===== config.mk =====
export PLATFORM = sky130hd
export DESIGN_NAME = alu_sequencer_flat
export DESIGN_NICKNAME = d
export VERILOG_FILES = /design/src/rtl/alu_sequencer_if.sv /design/src/rtl/alu_sequencer.sv /design/src/flat_wrapper.sv
export SDC_FILE = /design/constraint.sdc
export NUM_CORES = 1
export LEC_CHECK = 0
export CORE_MARGIN = 8
export CORE_UTILIZATION = 48
export CTS_CLUSTER_SIZE = 30
export DETAILED_ROUTE_END_ITERATION = 8
export GPL_TIMING_DRIVEN = 0
export PLACE_DENSITY = 0.85
export SLEW_MARGIN = 20
export SYNTH_ARGS = -nofsm -noshare
export SYNTH_HDL_FRONTEND = slang
export SYNTH_SLANG_ARGS = --single-unit

===== constraint.sdc =====
create_clock -name clk -period 5 [get_ports clk]
set_clock_uncertainty 0.1 [all_clocks]
set_input_delay 0.75 -clock clk [delete_from_list [all_inputs] [get_ports clk]]
set_output_delay 0.75 -clock clk [all_outputs]
set_load 0.03 [all_outputs]

===== src/rtl/alu_sequencer_if.sv =====
`default_nettype none
// +-------------------------------------------------------------------------+
// | alu_sequencer_if : command, ALU and response signals of alu_sequencer   |
// | Rev 1.0                                                                 |
// +-------------------------------------------------------------------------+
interface alu_sequencer_if;
    logic        cmd_valid;
    logic        cmd_ready;
    logic [3:0]  cmd_op;
    logic        cmd_wide;
    logic [63:0] cmd_a;
    logic [63:0] cmd_b;

    logic [31:0] alu_a;
    logic [31:0] alu_b;
    logic [2:0]  alu_opcode;
    logic        alu_sub;
    logic        alu_cin;
    logic [31:0] alu_result;
    logic        alu_cout;
    logic [3:0]  alu_status;

    logic        rsp_valid;
    logic        rsp_ready;
    logic [63:0] rsp_result;
    logic [3:0]  rsp_flags;
    logic        rsp_err;

    modport slave (
        input  cmd_valid, cmd_op, cmd_wide, cmd_a, cmd_b,
        output cmd_ready,
        output alu_a, alu_b, alu_opcode, alu_sub, alu_cin,
        input  alu_result, alu_cout, alu_status,
        output rsp_valid, rsp_result, rsp_flags, rsp_err,
        input  rsp_ready
    );

    modport master (
        output cmd_valid, cmd_op, cmd_wide, cmd_a, cmd_b,
        input  cmd_ready,
        input  alu_a, alu_b, alu_opcode, alu_sub, alu_cin,
        output alu_result, alu_cout, alu_status,
        input  rsp_valid, rsp_result, rsp_flags, rsp_err,
        output rsp_ready
    );
endinterface
`default_nettype wire


===== src/rtl/alu_sequencer.sv =====
`default_nettype none
// +-------------------------------------------------------------------------+
// | alu_sequencer : issues 32-bit or chained 64-bit ops to a comb. ALU      |
// | Rev 1.0                                                                 |
// +-------------------------------------------------------------------------+
module alu_sequencer (
    input  wire logic       clk,
    input  wire logic       rst,
    alu_sequencer_if.slave  bus
);
    typedef enum logic [1:0] {
        S_IDLE = 2'd0,
        S_LO   = 2'd1,
        S_HI   = 2'd2,
        S_RESP = 2'd3
    } state_t;

    localparam logic [3:0] c_op_sub   = 4'd1;
    localparam logic [2:0] c_alu_idle = 3'b111;

    state_t      state_q, state_d;
    logic [3:0]  op_q, op_d;
    logic        wide_q, wide_d;
    logic [63:0] a_q, a_d;
    logic [63:0] b_q, b_d;
    logic        carry_q, carry_d;
    logic        zlo_q, zlo_d;
    logic [63:0] result_q, result_d;
    logic [3:0]  flags_q, flags_d;
    logic        err_q, err_d;

    logic        w_accept;
    logic        w_illegal;
    logic        w_is_sub;
    logic        w_arith;
    logic [2:0]  w_opcode;

    assign bus.cmd_ready  = (state_q == S_IDLE) && !rst;
    assign w_accept       = bus.cmd_valid && bus.cmd_ready;
    // Shifts have no carry chain, so they cannot be split across two passes.
    assign w_illegal      = bus.cmd_op[3] || (bus.cmd_wide && (bus.cmd_op[2:1] == 2'b11));
    assign w_is_sub       = (op_q == c_op_sub);
    assign w_arith        = (op_q[3:1] == 3'b000);

    assign bus.rsp_valid  = (state_q == S_RESP);
    assign bus.rsp_result = result_q;
    assign bus.rsp_flags  = flags_q;
    assign bus.rsp_err    = err_q;

    always_comb begin
        w_opcode = c_alu_idle;
        case (op_q)
            4'd0, 4'd1: w_opcode = 3'b000;
            4'd2:       w_opcode = 3'b001;
            4'd3:       w_opcode = 3'b010;
            4'd4:       w_opcode = 3'b011;
            4'd5:       w_opcode = 3'b100;
            4'd6:       w_opcode = 3'b101;
            4'd7:       w_opcode = 3'b110;
            default:    w_opcode = c_alu_idle;
        endcase
    end

    always_comb begin
        state_d        = state_q;
        op_d           = op_q;
        wide_d         = wide_q;
        a_d            = a_q;
        b_d            = b_q;
        carry_d        = carry_q;
        zlo_d          = zlo_q;
        result_d       = result_q;
        flags_d        = flags_q;
        err_d          = err_q;
        bus.alu_opcode = c_alu_idle;
        bus.alu_a      = 32'd0;
        bus.alu_b      = 32'd0;
        bus.alu_sub    = 1'b0;
        bus.alu_cin    = 1'b0;

        case (state_q)
            S_IDLE: begin
                if (w_accept) begin
                    op_d   = bus.cmd_op;
                    wide_d = bus.cmd_wide;
                    a_d    = bus.cmd_a;
                    b_d    = bus.cmd_b;
                    if (w_illegal) begin
                        result_d = 64'd0;
                        flags_d  = 4'd0;
                        err_d    = 1'b1;
                        state_d  = S_RESP;
                    end else begin
                        err_d    = 1'b0;
                        state_d  = S_LO;
                    end
                end
            end
            S_LO: begin
                // Wide SUB inverts B here and injects the +1 as carry-in so the
                // borrow propagates correctly into the high pass.
                bus.alu_opcode = w_opcode;
                bus.alu_a      = a_q[31:0];
                bus.alu_b      = (wide_q && w_is_sub) ? ~b_q[31:0] : b_q[31:0];
                bus.alu_sub    = !wide_q && w_is_sub;
                bus.alu_cin    = wide_q && w_is_sub;
                result_d       = {32'd0, bus.alu_result};
                carry_d        = bus.alu_cout;
                zlo_d          = bus.alu_status[0];
                flags_d        = bus.alu_status;
                state_d        = wide_q ? S_HI : S_RESP;
            end
            S_HI: begin
                bus.alu_opcode = w_opcode;
                bus.alu_a      = a_q[63:32];
                bus.alu_b      = w_is_sub ? ~b_q[63:32] : b_q[63:32];
                bus.alu_cin    = w_arith && carry_q;
                result_d       = {bus.alu_result, result_q[31:0]};
                flags_d        = {bus.alu_status[3:1], bus.alu_status[0] && zlo_q};
                state_d        = S_RESP;
            end
            S_RESP: begin
                if (bus.rsp_ready) begin
                    state_d = S_IDLE;
                end
            end
            default: state_d = S_IDLE;
        endcase
    end

    always_ff @(posedge clk) begin
        if (rst) begin
            state_q  <= S_IDLE;
            op_q     <= 4'd0;
            wide_q   <= 1'b0;
            a_q      <= 64'd0;
            b_q      <= 64'd0;
            carry_q  <= 1'b0;
            zlo_q    <= 1'b0;
            result_q <= 64'd0;
            flags_q  <= 4'd0;
            err_q    <= 1'b0;
        end else begin
            state_q  <= state_d;
            op_q     <= op_d;
            wide_q   <= wide_d;
            a_q      <= a_d;
            b_q      <= b_d;
            carry_q  <= carry_d;
            zlo_q    <= zlo_d;
            result_q <= result_d;
            flags_q  <= flags_d;
            err_q    <= err_d;
        end
    end
endmodule
`default_nettype wire


===== src/flat_wrapper.sv =====
// flat-port wrapper written by rule: the top's interface ports become plain ports
module alu_sequencer_flat 
  (clk, rst, bus_cmd_valid, bus_cmd_op, bus_cmd_wide, bus_cmd_a, bus_cmd_b, bus_cmd_ready, bus_alu_a, bus_alu_b, bus_alu_opcode, bus_alu_sub, bus_alu_cin, bus_alu_result, bus_alu_cout, bus_alu_status, bus_rsp_valid, bus_rsp_result, bus_rsp_flags, bus_rsp_err, bus_rsp_ready);
  alu_sequencer_if bus_i ();
  input  wire logic clk;
  input  wire logic rst;
  input wire logic [$bits(bus_i.cmd_valid)-1:0] bus_cmd_valid;
  input wire logic [$bits(bus_i.cmd_op)-1:0] bus_cmd_op;
  input wire logic [$bits(bus_i.cmd_wide)-1:0] bus_cmd_wide;
  input wire logic [$bits(bus_i.cmd_a)-1:0] bus_cmd_a;
  input wire logic [$bits(bus_i.cmd_b)-1:0] bus_cmd_b;
  output wire logic [$bits(bus_i.cmd_ready)-1:0] bus_cmd_ready;
  output wire logic [$bits(bus_i.alu_a)-1:0] bus_alu_a;
  output wire logic [$bits(bus_i.alu_b)-1:0] bus_alu_b;
  output wire logic [$bits(bus_i.alu_opcode)-1:0] bus_alu_opcode;
  output wire logic [$bits(bus_i.alu_sub)-1:0] bus_alu_sub;
  output wire logic [$bits(bus_i.alu_cin)-1:0] bus_alu_cin;
  input wire logic [$bits(bus_i.alu_result)-1:0] bus_alu_result;
  input wire logic [$bits(bus_i.alu_cout)-1:0] bus_alu_cout;
  input wire logic [$bits(bus_i.alu_status)-1:0] bus_alu_status;
  output wire logic [$bits(bus_i.rsp_valid)-1:0] bus_rsp_valid;
  output wire logic [$bits(bus_i.rsp_result)-1:0] bus_rsp_result;
  output wire logic [$bits(bus_i.rsp_flags)-1:0] bus_rsp_flags;
  output wire logic [$bits(bus_i.rsp_err)-1:0] bus_rsp_err;
  input wire logic [$bits(bus_i.rsp_ready)-1:0] bus_rsp_ready;
  assign bus_i.cmd_valid = bus_cmd_valid;
  assign bus_i.cmd_op = bus_cmd_op;
  assign bus_i.cmd_wide = bus_cmd_wide;
  assign bus_i.cmd_a = bus_cmd_a;
  assign bus_i.cmd_b = bus_cmd_b;
  assign bus_cmd_ready = bus_i.cmd_ready;
  assign bus_alu_a = bus_i.alu_a;
  assign bus_alu_b = bus_i.alu_b;
  assign bus_alu_opcode = bus_i.alu_opcode;
  assign bus_alu_sub = bus_i.alu_sub;
  assign bus_alu_cin = bus_i.alu_cin;
  assign bus_i.alu_result = bus_alu_result;
  assign bus_i.alu_cout = bus_alu_cout;
  assign bus_i.alu_status = bus_alu_status;
  assign bus_rsp_valid = bus_i.rsp_valid;
  assign bus_rsp_result = bus_i.rsp_result;
  assign bus_rsp_flags = bus_i.rsp_flags;
  assign bus_rsp_err = bus_i.rsp_err;
  assign bus_i.rsp_ready = bus_rsp_ready;
  alu_sequencer u_core (.clk(clk), .rst(rst), .bus(bus_i));
endmodule

* Yosys cells after proc, flatten, opt, wreduce, memory -nomap -nowiden *
Memory sizes are Yosys's and may differ from the RTL's. A register that Yosys moved wholly into a read port is not among the register bits.
Index checks and enable logic that the tools add are counted.

storage, ports and cells
  register bits = 206
  memory bits (read-only) = 24
  bits of input ports = 174
  output and inout bits = 140
  word-level logic and storage cells = 64
  memories kept = 1

operators by class
  eq/ne operators = 8
  muxes and demuxes = 22
  bitwise operators = 3
  reductions and logical operators = 19

memories
  name             words  bits a word  rd ports  clocked after memory_dff  write ports  line                 RTL
  (no name shown)  8      3            1         1                         0            alu_sequencer.sv:52  case (op_q)

operator list
  kind                                                              number
  64-bit one-hot mux with 3 select lines                            1
  64-bit two-way mux                                                2
  32-bit one-hot mux with 2 select lines                            2
  32-bit two-way mux                                                2
  32-bit NOT                                                        2
  3-bit two-way mux                                                 4
  4-bit one-hot mux with 3 select lines                             1
  4-bit two-way mux                                                 2
  2-bit one-hot mux with 4 select lines                             1
  1-bit logical AND                                                 7
  2-bit == test (second input constant)                             3
  2-bit two-way mux                                                 3
  2-bit by 1-bit != test with 1-bit output (second input constant)  3
  4-bit by 1-bit == test with 1-bit output (second input constant)  1
  2-bit AND reduction                                               2
  4-bit AND reduction                                               1
  3-bit logical NOT                                                 1
  1-bit two-way mux                                                 3
  3-bit AND reduction                                               1
  3-bit nonzero test                                                1
  2-bit by 1-bit == test with 1-bit output (second input constant)  1
  1-bit logical NOT                                                 2
  2-bit logical NOT                                                 1
  1-bit one-hot mux with 2 select lines                             1
  4 further kinds                                                   4

* Longest topological paths before layout *
Gate-level depths: netlist of run 1.

  depth after elaboration = 6
  depth in mapped cells = 9
  mapped depth without buffers = 6

* Least setup slack after synthesis of run 1 *
Ideal clock, no wire load.

  path kind = flip-flop to output port
  from = reg u_core.op_q[3]
  to = out bus_alu_cin
  arrival time = 1.807 ns
  required time = 4.150 ns
  path slack = 2.343 ns
  stages on the path, launching flop included = 6
  buffers on the path = 2
  cell sequence = dfxtp_1 nor4b_2 buf_4 buf_2 nand3_1 a21boi_0

between the ends
  longest elaborated chain between the ends = 3
  elaborated cells on any way between the ends = 5
  those cells by class = eq/ne (1); mux (1); reduce/logical (3)

RTL lines
  item                                                                           line                                        RTL
  from (decl)                                                                    alu_sequencer.sv:22                         logic [3:0] op_q, op_d;
  from (signal assigned)                                                         alu_sequencer.sv:145                        op_q <= op_d;
  4-bit by 1-bit == test with 1-bit output or 3-bit logical NOT (tied branches)  alu_sequencer.sv:42, alu_sequencer.sv:43
  1-bit logical AND (on tied branches)                                           alu_sequencer.sv:106, alu_sequencer.sv:117
  1-bit one-hot mux with 2 select lines (*)                                      alu_sequencer.sv:81                         case (state_q)
  to (decl)                                                                      flat_wrapper.sv:17                          output wire logic [$bits(bus_i.alu_cin)-1:0] bus_alu_cin;

Mark *: on every way between the ends. The rest lies on a longest branch, timed or not.

* Worst setup path after layout of run 1 *
  from = reg u_core.state_q[1]
  to = out bus_alu_a[22]

between the ends
  longest elaborated chain between the ends = 2
  elaborated cells on any way between the ends = 3
  those cells by class = eq/ne (2); mux (1)

RTL lines
  item                                                                       line                  RTL
  from (decl)                                                                alu_sequencer.sv:21   state_t state_q, state_d;
  from (signal assigned)                                                     alu_sequencer.sv:144  state_q <= state_d;
  2-bit == test or 2-bit by 1-bit == test with 1-bit output (tied branches)  alu_sequencer.sv:81
  32-bit one-hot mux with 2 select lines (*)                                 alu_sequencer.sv:81
  to (decl)                                                                  flat_wrapper.sv:13    output wire logic [$bits(bus_i.alu_a)-1:0] bus_alu_a;

Marked as above.

==> results of run 1 <==
[registers in the layout, indices dropped and copies added (netlist names), named ones only]
signal,count
u_core.a_q,64
u_core.b_q,64
u_core.bus.rsp_result,64
u_core.bus.rsp_flags,4
u_core.op_q,4
u_core.state_q,2
u_core.bus.rsp_err,1
u_core.carry_q,1
u_core.wide_q,1
u_core.zlo_q,1
[path summary, 6_finish.rpt]
path         slack (ns)                       from                        end  cells after the start
max                0.88          u_core.state_q[1]              bus_alu_a[22]                      8
max reg2reg        2.52          u_core.state_q[1]  u_core.bus.rsp_result[40]                      7
min                0.37  u_core.bus.rsp_result[46]  u_core.bus.rsp_result[46]                      1
min reg2reg        0.37  u_core.bus.rsp_result[46]  u_core.bus.rsp_result[46]                      1
[worst max-delay path, cell delays in order, from the launching register on]
cell             delay, ns
dfxtp_1               0.39
inv_1                 0.10
ha_1                  0.28
clkbuf_2              0.19
and2_1                0.15
clkbuf_1              0.26
clkbuf_1              0.43
a22o_1                0.28
clkdlybuf4s50_1       0.69
[power breakdown]
part	switching (mW)	leakage [nW]	total, mW	internal (mW)
clock network	0.642	0.378	1.68	1.04
logic	1.18	3.19	2.00	0.820
registers	0.180	1.71	2.14	1.96
[area by class of cell]
class                      count  area share [%]
antenna                        2         0.03900
timing repair buffer         312           24.34
multi-input combinational    656           31.77
inverter                       4          0.1170
buffer                        82           2.954
clock buffer                  37           5.675
sequential                   209           32.61
clock inverter                 2          0.2730
tap                          229           2.233
[stage by stage]
step	hold WS (ns)	cells	power, mW	utilization, %
global route	0.3834	1533	6.108	71.93
global placement	0.3547	1492	4.107	67.62
floorplan	0.3491	951	3.377	-
CTS	0.3741	1531	5.849	71.90
finish	0.3731	1533	5.819	71.93
detailed placement	0.3542	1492	4.156	67.62
[cell usage in the layout, fill, tap and decap left out, types with 5 or more instances in the layout]
master and instances:
nor2_1 8, xor2_1 32, clkbuf_8 10, dfxtp_1 209, clkbuf_16 23, clkbuf_1 40, ha_1 5, buf_1 11
xnor2_1 32, o22ai_1 33, buf_4 11, nand3b_1 131, buf_2 23, a22o_1 99, nand2_1 266, clkdlybuf4s50_1 312
a21oi_1 6
[kinds of logic (layout without fill, tap and decap cells)]
kind of cell,after synthesis,in the layout
XOR/XNOR,64,64
adder cells (fa/ha/maj),5,5
AND/OR/NAND/NOR,430,430
buffers and inverters,86,437
other,0,2
multiplexers,4,4
AO/OA/AOI/OAI,153,153
flip-flops,209,209
[metal layers]
| layer | part of all wire, % | global-route usage (%) | vias to the layer above | wire length, µm |
|---|---|---|---|---|
| met3 | 8.0 | 6.282 | 73 | 2341 |
| met4 | 3.9 | 10.29 | 4 | 1136 |
| met2 | 48 | 41.77 | 318 | 13970 |
| met5 | 0.092 | 0 | - | 27 |
| met1 | 40 | 29.76 | 3751 | 11880 |
| li1 | - | - | 3924 | - |
==> impl.org, run 1 <==
** Timing
- The worst pin sits at a relative slew slack of 58.95%.
- RSZ-0062 raised after global routing :: no
- At the pin with the least slew margin, the transition time is approximately 0.6 ns.
- The max-slew violation count was 0.
- The worst path uses 82.48% of the clock period.
- The number of failing hold endpoints at the final stage was 0.
- For this run, the top clock speed supported by timing is roughly 240 MHz.
- Setup violation total in the final timing report :: 0
- In the post-route analysis, the smallest setup slack over all paths is slightly below 0.9 ns.
- Summed over all failing endpoints, the final setup total negative slack is 0 ns.
- Min Tclk post-route :: 4.124 ns

** Synth
- The number of nets handed over by synthesis was roughly 1100.
- Synth Area in Compound Gates :: 14.08%
- In this run, distinct cell masters in the synthesized netlist total 40.
- Mean Syn Cell Area :: approximately 9.1 µm²
- Yosys top cell by area :: dfxtp_1
- The synthesized netlist devotes roughly 25% of its cell area to simple gates.
- Fraction of the yosys area taken by sequential cells :: 48.34%
- Number of flops mapped to enable cells by yosys :: 0
- Syn Std Cell Area :: ~8700 µm²
- Commonest cells post-synth :: nand2_1, dfxtp_1, nand3b_1, a22o_1, clkbuf_1
- In this run, synthesis produced a sequential element count of ~210.
- Post-synthesis share of cell area spent on xor and xnor gates :: 6.477%
- Number of synthesis warnings :: 0
- Top FF cell, synth :: dfxtp_1
- Fraction of registers with async set/reset :: 0%
- After synthesis, the largest family of logic cells by area is simple AND/OR/NAND/NOR gates.
- After Yosys synthesis, full adders, half adders and majority gates account for less than 1% of the synthesized area.
- Multiplexer share of the synthesized area :: less than 1%
- By area the synthesized netlist is led by dfxtp_1, nand2_1, nand3b_1.
- Post-Synthesis Cells :: around 950
- Most used standard cell by instance count after synthesis :: nand2_1
- The share of synthesized area in the top cell type comes to between 40 and 50%.

** Setup path
- Classification of the worst setup path :: flip-flop to primary output
- STA puts the critical path data required time at around 4.2 ns.
- The worst setup path is captured at a primary output.
- Data arrives at the worst endpoint at approximately 3.3 ns.
- Kind of start point of the critical path :: flip-flop
- Of all nets on the critical path, the largest fanout is 10.

** Layout
- Relative to the synthesized area, the layout overhead comes to 48.27%.
- The filler cells instantiated in the layout total approximately 1300.
- Proportion of layout cells with a drive suffix above 1 :: 6.068%
- Reg area :: ~4200 µm²
- Post-Layout Inst Area :: between 10000 and 15000 µm²
- In the final layout, the multi-input gates occupy ~4100 µm².
- At the end of the flow, the number of nets in the layout was between 1000 and 1500.

** Run status
- Result of the run :: completed

** Route
- After detailed routing, the number of remaining DRC violations is 0.
- Dividing the detail-routed wire length by the instance count gives 19.15 µm.
- The routed design has around 29 mm of wire.
- The final route contains just over 8000 vias.
- Residual antenna-violating net count after detailed routing :: 0
- Starting DRT DRC Count :: about 430
- In the routed layout, each cell is associated on average with a via count of around 5.3.
- The pre-antenna-repair detailed-routing pass consisted of 4 iterations.

** Min path
- The worst hold path belongs to the class flip-flop to flip-flop.

** CTS
- After clock tree synthesis, the flow added hold-fix buffers numbering 0.
- H-tree levels :: 1
- Worst skew pair latency :: slightly below 0.5 ns
- Clock tree synthesis inserted a total of 23 buffers.
- TritonCTS built the clock tree.
- Clk Tree Root Cell :: clkbuf_16
- Clock tree synthesis found a total of around 210 sinks.
- Number of instances resized during post-cts repair :: 0
- Post-CTS Setup Bufs :: 0
- Max clock buf depth :: 3
- Clock edge transition at the registers on the reported setup and hold paths :: 0.06 ns

** Die
- Floorplan core area :: about 18000 µm²
- Width of the die :: about 150 µm
- Once the floorplan was initialized, standard cells occupied approximately half of the core.
- Area enclosed by the die boundary :: roughly 23000 µm²
- In this run the vertical extent of the chip is about 150 µm.
- During I/O placement, the number of pins put on the boundary was roughly 310.
- Row cnt :: approximately 50

** GRT
- Overall track demand over capacity in global routing :: approximately 25%
- The via count of the first global-routing pass came to between 8000 and 9000.
- For this run the aggregate overflow at the end of global routing stands at 0.
- Pin count of the biggest net entering global routing :: 13
- Global-route wire length before repair :: between 40 and 50 mm
- Initial antenna violation count :: 4

** Placed design
- Summed over all nets, the half-perimeter wirelength after detailed placement is between 20 and 25 mm.
- At the end of routability-driven placement, the weighted congestion stood at between 0.8 and 0.9.
- Cell area reported after detailed placement :: about 12000 µm²
- Pre-CTS setup slack :: approximately 1.4 ns
- Total of buffers placed on input and output ports :: around 310

** Flow run
- Across the run, the number of max-cap violations was 0.

** Pwr
- VDD sags by at most 0.3612 mV.
- P_leak :: ~5.3 nW
- P per Cell Area :: roughly 450 nW/µm²
No activity file was read; power rests on OpenSTA's default activity.
==> run 2, diff against run 1 <==
--- a/config.mk
+++ b/config.mk
@@ -6,11 +6,11 @@
 export NUM_CORES = 1
 export LEC_CHECK = 0
 export CORE_MARGIN = 8
-export CORE_UTILIZATION = 48
+export CORE_UTILIZATION = 45
 export CTS_CLUSTER_SIZE = 30
 export DETAILED_ROUTE_END_ITERATION = 8
 export GPL_TIMING_DRIVEN = 0
-export PLACE_DENSITY = 0.85
+export PLACE_DENSITY = 0.81
 export SLEW_MARGIN = 20
 export SYNTH_ARGS = -nofsm -noshare
 export SYNTH_HDL_FRONTEND = slang
==> constraint.sdc (replaced) <==
create_clock -name clk -period 4.3 [get_ports clk]
set_clock_uncertainty 0.1 [all_clocks]
set_input_delay 0.645 -clock clk [delete_from_list [all_inputs] [get_ports clk]]
set_output_delay 0.645 -clock clk [all_outputs]
set_load 0.03 [all_outputs]
==> impl.org, run 2 (same netlist as run 1, synthesis figures left out) <==
** Run status
- Result of the run: completed (unchanged).

** Route
- The routed via count was 8097 (was 8070).
- Routed wirelength normalized by instance count :: 19.48 µm (was 19.15 µm)
- The total wire length is 29.99 mm (was 29.35 mm).
- The routed via count divided by cell count is 5.258 (was 5.264).
- The first-pass iteration count of the detailed router was 6 (was 4).
- Remaining DRCs :: 0 (unchanged)
- Residual antenna-violating net count after detailed routing :: 0 (unchanged)
- Starting DRT DRC Count :: 432 (was 427)

** Pwr
- Clock share of power :: 30.0% (was 28.9%)
- Part of the power in combinational logic :: 34.0% (was 34.4%)
- Switching share of power :: 34.95% (was 34.43%)
- The internal power of the cells is 4.484 mW (was 3.815 mW).
- The part of the power in registers came to 36.0% (was 36.7%).
- Switch Pwr :: 2.409 mW (was 2.004 mW)
- The largest vdd supply drop was 0.3086 mV (was 0.3612 mV).
- The cell area power density came to 535.6 nW/µm² (was 453.5 nW/µm²).
- The total leakage power is 5.282 nW (was 5.273 nW).

** Timing
- RSZ-0062 raised after global routing: no (unchanged).
- Min Tclk post-route :: 4.047 ns
- Setup violation total in the final timing report :: 0 (unchanged)
- Setup_tns :: 0 ns (unchanged)
- Hold_ws :: 0.3736 ns (was 0.3731 ns)
- Final hold viol count :: 0 (unchanged)
- Max Slew Vio Count :: 0 (unchanged)
- Static timing analysis puts the maximum clock frequency at about 250 MHz.
- In the finished design, the share of the clock period the worst path needs comes to 94.11%.
- The worst-case setup margin in the final layout is 0.2533 ns (was 0.8759 ns).
- The transition at the pin with the smallest max-transition slack is 0.7018 ns (was 0.6158 ns).
- The worst slew margin relative to its limit came to 53.21% (was 58.95%).

** Flow run
- Max capacitance violation total :: 0 (unchanged)

** Setup path
- The launching element type of the critical path is a flip-flop (unchanged).
- Cells along the critical path :: inv_1, ha_1, clkbuf_2, and2_1, clkbuf_1, clkbuf_1, a22o_1, clkdlybuf4s50_1 (unchanged)
- Required time worst endpoint :: 3.56 ns (was 4.15 ns)
- The beginning of the worst register-to-register path is u_core.state_q[1] (unchanged).
- Highest net fanout along the worst path :: 10 (unchanged)
- Data arrival time of the critical path :: 3.30 ns (was 3.27 ns)
- The cell type group with the largest total delay on the critical path is buffers and inverters (unchanged).
- Slack of the worst reg-to-reg path :: 1.83 ns (was 2.52 ns)
- The launch point of the critical path was u_core.state_q[1] (unchanged).
- The endpoint of the worst register-to-register path is u_core.bus.rsp_result[45] (was u_core.bus.rsp_result[40]).
- Classification of the worst setup path :: flip-flop to primary output (unchanged)
- CP endpoint kind :: primary output (unchanged)
- The most common cell type on the critical path was clkbuf_1 (unchanged).
- The critical path's slowest cell was clkdlybuf4s50_1 (unchanged).
- Crit path buf inv count :: 5 (unchanged)
- Worst setup path end :: bus_alu_a[2] (was bus_alu_a[22])
- The number of logic stages on the critical path including buffering is 8 (unchanged).
- The count of cells along the worst register-to-register path came to 7 (unchanged).
- Slowest Stage Delay on Critical Path :: 0.71 ns (was 0.69 ns)

** Layout
- Most frequent standard cell in the layout excluding fill and tap cells :: clkdlybuf4s50_1 (unchanged)
- Commonest non-fill, non-tap cells in the layout :: clkdlybuf4s50_1, nand2_1, dfxtp_1, nand3b_1, a22o_1 (unchanged)
- # nets final :: 1467 (unchanged)
- The share of post-route cells with drive strength above 1 came to 6.284% (was 6.068%).
- The final non-filler cell area came to 12870 µm² (was 12830 µm²).
- Syn-to-layout area delta :: 48.71% (was 48.27%)

** CTS
- H-tree levels :: 1 (unchanged)
- The number of buffers on the longest clock path came to 3 (unchanged).
- Worst skew pair latency :: 0.51 ns (was 0.49 ns)
- Number of buffers added by the clock tree synthesis step :: 23 (unchanged)
- The clock root buffer was clkbuf_16 (unchanged).
- The clock net sink count was 209 (unchanged).
- The number of cells upsized or downsized after cts is 0 (unchanged).
- Total of hold buffers inserted after clock tree synthesis :: 0 (unchanged)
- TritonCTS clock tree :: built (unchanged)
- The register clock-pin slew on the reported worst setup and hold paths is 0.06 ns (about the same).
- The number of buffers inserted to repair setup after CTS was 0 (unchanged).

** Placed design
- The placed wire-length estimate after detailed placement came to 22.37 mm (was 22.21 mm).
- The weighted congestion at the end of routability-driven global placement was 0.8401 (was 0.8433).
- Cell area reported after detailed placement :: 12070 µm² (was 12060 µm²)
- The minimum setup slack after placement was 0.7705 ns (was 1.398 ns).
- The count of buffers from port buffering came to 312 (unchanged).

** Die
- The core outline area was 18770 µm² (was 17840 µm²).
- The standard-cell row count was 50 (was 49).
- Die outline height :: 154.7 µm (was 150.3 µm)
- The die span in x came to 154.7 µm (was 150.3 µm).
- The die area came to 23930 µm² (was 22580 µm²).
- Count of pins on the block boundary :: 314 (unchanged)
- The initial core utilization was 46.11% (was 48.51%).

** Min path
- Hold/Removal Path Class :: flip-flop to flip-flop (unchanged)
- The startpoint of the worst hold path was u_core.a_q[25] (was u_core.bus.rsp_result[46]).

** GRT
- Overall track demand over capacity in global routing :: 24.05% (was 24.87%)
- The largest net degree at the start of global routing is 15 (was 13).
- The number of antenna violations at the first check in global routing was 1 (was 4).
- Global-route wire length before repair :: 46.24 mm (was 44.92 mm)
- The via count of the first global-routing pass came to 8133 (was 8212).
- The total overflow reported by the global router came to 0 (unchanged).
[run 2: cell count changes in the layout (fill, tap and decap cells not counted)]
cell        before  now
clkbuf_8        10    5
bufinv_16        1    3
clkinv_2         1    3
clkinvlp_4       0    2
inv_6            0    2
diode_2          2    1
[run 2: power by group through the flow]
stage,clock (mW),combinational (mW),sequential (mW)
finish,2.07,2.34,2.48
CTS,2.10,2.35,2.48
floorplan,0,1.32,2.60
global route,2.18,2.52,2.52
detailed placement,0,2.33,2.52
global placement,0,2.29,2.50
[run 2: cell type report]
class / count / area (µm²)
fill: 1525 / 5898
sequential: 209 / 4184
multi-input combinational: 656 / 4076
timing repair buffer: 312 / 3123
clock buffer: 32 / 659.4
buffer: 82 / 379.1
tap: 234 / 292.8
clock inverter: 10 / 137.6
inverter: 4 / 15.01
antenna: 1 / 2.502
[run 2: worst min path at each step]
stage	end	slack, ns	depth (start not counted)
CTS	u_core.a_q[3]	0.37	2
global route	u_core.bus.rsp_result[51]	0.39	1
floorplan	u_core.a_q[10]	0.35	2
global placement	u_core.bus.rsp_result[43]	0.36	1
detailed placement	u_core.bus.rsp_result[48]	0.35	1
finish	u_core.a_q[25]	0.37	2
[run 2: worst min-delay path: stages, from the launching register on]
cell and delay (ns):
dfxtp_1 0.31, nand3b_1 0.08, nand2_1 0.05
[run 2: metrics by stage]
stage                     util (%)  cells  power [mW]
final                        68.57   1540       6.893
after global routing         68.57   1540       7.213
after CTS                    68.56   1539       6.923
after detailed placement     64.31   1497       4.844
after global placement       64.31   1497       4.795
after floorplan                  -    951       3.927
[run 2: per-layer routing]
layer	vias up	share of wire, %	global-route usage [%]
met5	-	0	0
met4	0	3.1	8.726
met3	61	7.2	6.018
met2	301	48	40.84
met1	3812	42	28.94
li1	3923	-	-
==> run 3, diff against run 2 <==
--- a/config.mk
+++ b/config.mk
@@ -6,11 +6,11 @@
 export NUM_CORES = 1
 export LEC_CHECK = 0
 export CORE_MARGIN = 8
-export CORE_UTILIZATION = 45
+export CORE_UTILIZATION = 41
 export CTS_CLUSTER_SIZE = 30
 export DETAILED_ROUTE_END_ITERATION = 8
 export GPL_TIMING_DRIVEN = 0
-export PLACE_DENSITY = 0.81
+export PLACE_DENSITY = 0.77
 export SLEW_MARGIN = 20
 export SYNTH_ARGS = -nofsm -noshare
 export SYNTH_HDL_FRONTEND = slang
==> constraint.sdc (replaced) <==
create_clock -name clk -period 3.5 [get_ports clk]
set_clock_uncertainty 0.1 [all_clocks]
set_input_delay 0.525 -clock clk [delete_from_list [all_inputs] [get_ports clk]]
set_output_delay 0.525 -clock clk [all_outputs]
set_load 0.03 [all_outputs]
==> impl.org, run 3 (same netlist as run 1, synthesis figures left out) <==
** Run status
- Result of the run :: completed (unchanged)

** Timing
- Based on the critical path, the design can be clocked at up to ~300 MHz.
- The worst slew margin relative to its limit is 55.81% (was 53.21%).
- Final hold viol count :: 0 (unchanged)
- Final Cycle Share :: 95.77%
- The worst-case setup margin in the final layout was 0.1480 ns (was 0.2533 ns).
- The transition at the pin with the smallest max-transition slack came to 0.6628 ns (was 0.7018 ns).
- Setup_tns :: 0 ns (unchanged)
- Max Slew Vio Count :: 0 (unchanged)
- Setup violation total in the final timing report :: 0 (unchanged)
- Hold_ws :: 0.3383 ns (was 0.3736 ns)
- Min Tclk post-route :: ~3.4 ns

** GRT
- Via count of the first global-routing pass :: 8298 (was 8133)
- Overall track demand over capacity in global routing :: 22.04% (was 24.05%)
- Pin count of the biggest net entering global routing :: 15 (unchanged)
- Leftover overflow at the end of global routing :: 0 (unchanged)
- Initial antenna violation count :: 2 (was 1)
- Global-route wire length before repair :: 46.50 mm (was 46.24 mm)

** Die
- The number of ports placed on the die boundary came to 314 (unchanged).
- Area enclosed by the die boundary :: 26010 µm² (was 23930 µm²)
- Initial cell density of the core :: 41.43% (was 46.11%)
- The vertical die dimension is 161.3 µm (was 154.7 µm).
- Width of the die :: 161.3 µm (was 154.7 µm)
- The core outline area came to 20890 µm² (was 18770 µm²).
- Row cnt :: 53 (was 50)

** Layout
- Post-Layout Inst Area :: 12780 µm² (was 12870 µm²)
- Proportion of layout cells with a drive suffix above 1 :: 7.911% (was 6.284%)
- Final cell count without fillers :: 1579 (was 1540)
- # nets final :: 1467 (unchanged)
- Most frequent standard cell in the layout excluding fill and tap cells :: nand2_1 (was clkdlybuf4s50_1)
- The utilization after layout was 61.20% (was 68.57%).
- The area added between synthesis and finish came to 47.72% (was 48.71%).
- Commonest non-fill, non-tap cells in the layout: nand2_1, clkdlybuf4s50_1, dfxtp_1, nand3b_1, a22o_1 (was clkdlybuf4s50_1, nand2_1, dfxtp_1, nand3b_1, a22o_1).

** CTS
- The number of buffers added to fix hold violations after cts was 0 (unchanged).
- Number of buffers added by the clock tree synthesis step :: 23 (unchanged)
- Clk Tree Root Cell :: clkbuf_16 (unchanged)
- Max clock buf depth :: 3 (unchanged)
- The register clock-pin slew on the reported worst setup and hold paths was 0.06 ns (about the same).
- The H-tree depth was 1 (unchanged).
- The number of buffers inserted to repair setup after CTS came to 0 (unchanged).
- The clock net sink count was 209 (unchanged).
- The latest clock arrival within the worst-skew pair came to 0.49 ns (was 0.51 ns).
- The TritonCTS clock tree was built (unchanged).

** Setup path
- Required time worst endpoint :: 2.87 ns (was 3.56 ns)
- The category of the critical setup timing path was flip-flop to primary output (unchanged).
- Capture instance of the worst register-to-register path :: u_core.bus.rsp_result[37] (was u_core.bus.rsp_result[45])
- The internal reg-to-reg setup slack is 0.97 ns (was 1.83 ns).
- The category of the worst setup path capture point is a primary output (unchanged).
- Cells along the critical path: inv_1, ha_1, clkbuf_2, and2_1, clkbuf_1, buf_2, a22o_1, dlygate4sd2_1 (was inv_1, ha_1, clkbuf_2, and2_1, clkbuf_1, clkbuf_1, a22o_1, clkdlybuf4s50_1).
- R2R depth :: 7 (unchanged)
- Kind of cell adding the most delay to the critical path :: buffers and inverters (unchanged)
- The delay of the slowest critical-path stage is 0.41 ns (was 0.71 ns).
- Standard cell with the maximum stage delay on the critical path :: dlygate4sd2_1 (was clkdlybuf4s50_1)
- Crit path buf inv count :: 5 (unchanged)
- Kind of start point of the critical path :: flip-flop (unchanged)
- Highest net fanout along the worst path :: 10 (unchanged)
- The arrival time of the worst setup path is 2.73 ns (was 3.30 ns).
- R2r startpoint :: u_core.state_q[0] (was u_core.state_q[1])

** Route
- The first-pass iteration count of the detailed router is 7 (was 6).
- The starting DRC count in detailed routing came to 454 (was 432).
- The average wire length per cell after detail routing was 18.72 µm (was 19.48 µm).
- Post-Route WL :: 29.55 mm (was 29.99 mm)
- The number of remaining DRC errors was 0 (unchanged).
- The post-detailed-route count of antenna-violating nets came to 0 (unchanged).
- Via count :: 8058 (was 8097)
- Via/cell ratio :: 5.103 (was 5.258)

** Placed design
- The minimum setup slack after placement came to 0.1303 ns (was 0.7705 ns).
- Total of buffers placed on input and output ports :: 312 (unchanged)
- Cell area reported after detailed placement :: 12120 µm² (was 12070 µm²)
- Half-perimeter wire length of the detailed placement result :: 22.37 mm (about the same)
- Number of placed cells counting well taps :: 1538 (was 1497)
- The weighted congestion at the end of routability-driven global placement was 0.8564 (was 0.8401).

** Pwr
- IR drop worst, VDD :: 0.3866 mV (was 0.3086 mV)
- The total power consumption of the routed design was 8.284 mW (was 6.893 mW).
- P per Cell Area :: 648.0 nW/µm² (was 535.6 nW/µm²)
- The total leakage power came to 5.539 nW (was 5.282 nW).

** Min path
- Instance count along the most critical hold path :: 3 (was 2)
- The class of the worst hold path is input pin to flip-flop (was flip-flop to flip-flop).
- The hold-critical path endpoint is u_core.op_q[2] (was u_core.a_q[25]).
- Hold path startpoint :: bus_cmd_valid (was u_core.a_q[25])

** Flow run
- Max capacitance violation total :: 0 (unchanged)
==> run 3: cell count changes in the layout (fill, tap and decap cells not counted), sizes merged <==
cell / delta
clkinvlp: -2
bufinv: -1
diode: +1
clkdlybuf4s15: +10
inv: -1
dlygate4sd2: +36
clkdlybuf4s50: -63
clkbuf: +14
dlymetal6s2s: +2
buf: +2
==> run 3: power breakdown <==
part	internal, mW	switching [mW]
combinational	1.12	1.68
clock	1.48	0.951
sequential	2.80	0.254
total	5.40	2.89
==> run 3: worst register-to-register path, stage by stage (launching register included) <==
cell and delay, ns:
dfxtp_1 0.37, inv_1 0.12, ha_1 0.29, clkbuf_2 0.19
nand2_1 0.25, nor4_2 0.62, buf_2 0.34, a22o_1 0.20
==> run 3: worst max-delay path by stage <==
stage	from	cells past startpoint	endpoint
floorplan	u_core.op_q[3]	5	bus_alu_cin
detailed placement	u_core.state_q[0]	8	bus_alu_a[21]
global route	u_core.state_q[1]	8	bus_alu_a[8]
CTS	u_core.state_q[0]	8	bus_alu_a[21]
global placement	u_core.state_q[1]	8	bus_alu_a[16]
finish	u_core.state_q[0]	8	bus_alu_a[6]
==> run 3: routing by layer <==
| metal | vias up | global-route usage (%) | wire, µm |
|---|---|---|---|
| met3 | 51 | 5.498 | 1945 |
| met1 | 3776 | 26.73 | 12630 |
| met2 | 298 | 37.74 | 14070 |
| met5 | - | 0 | 0 |
| li1 | 3933 | - | - |
| met4 | 0 | 6.860 | 900 |
==> run 3: cell type report <==
type                    instances  area [µm²]
repair buffers                312        3008
inverters                       4       15.01
multi-input cells             656        4076
clock inverters                 6       83.83
diodes                          2       5.005
flip-flops and latches        209        4184
clock buffers                  33       673.1
plain buffers                  82       395.4
fillers                      1843        8104
well taps                     275       344.1
==> run 3: repair_timing <==
action	in CTS	in global routing
gates cloned	0	0
gates resized for setup	69	50
setup endpoints to repair	61	41
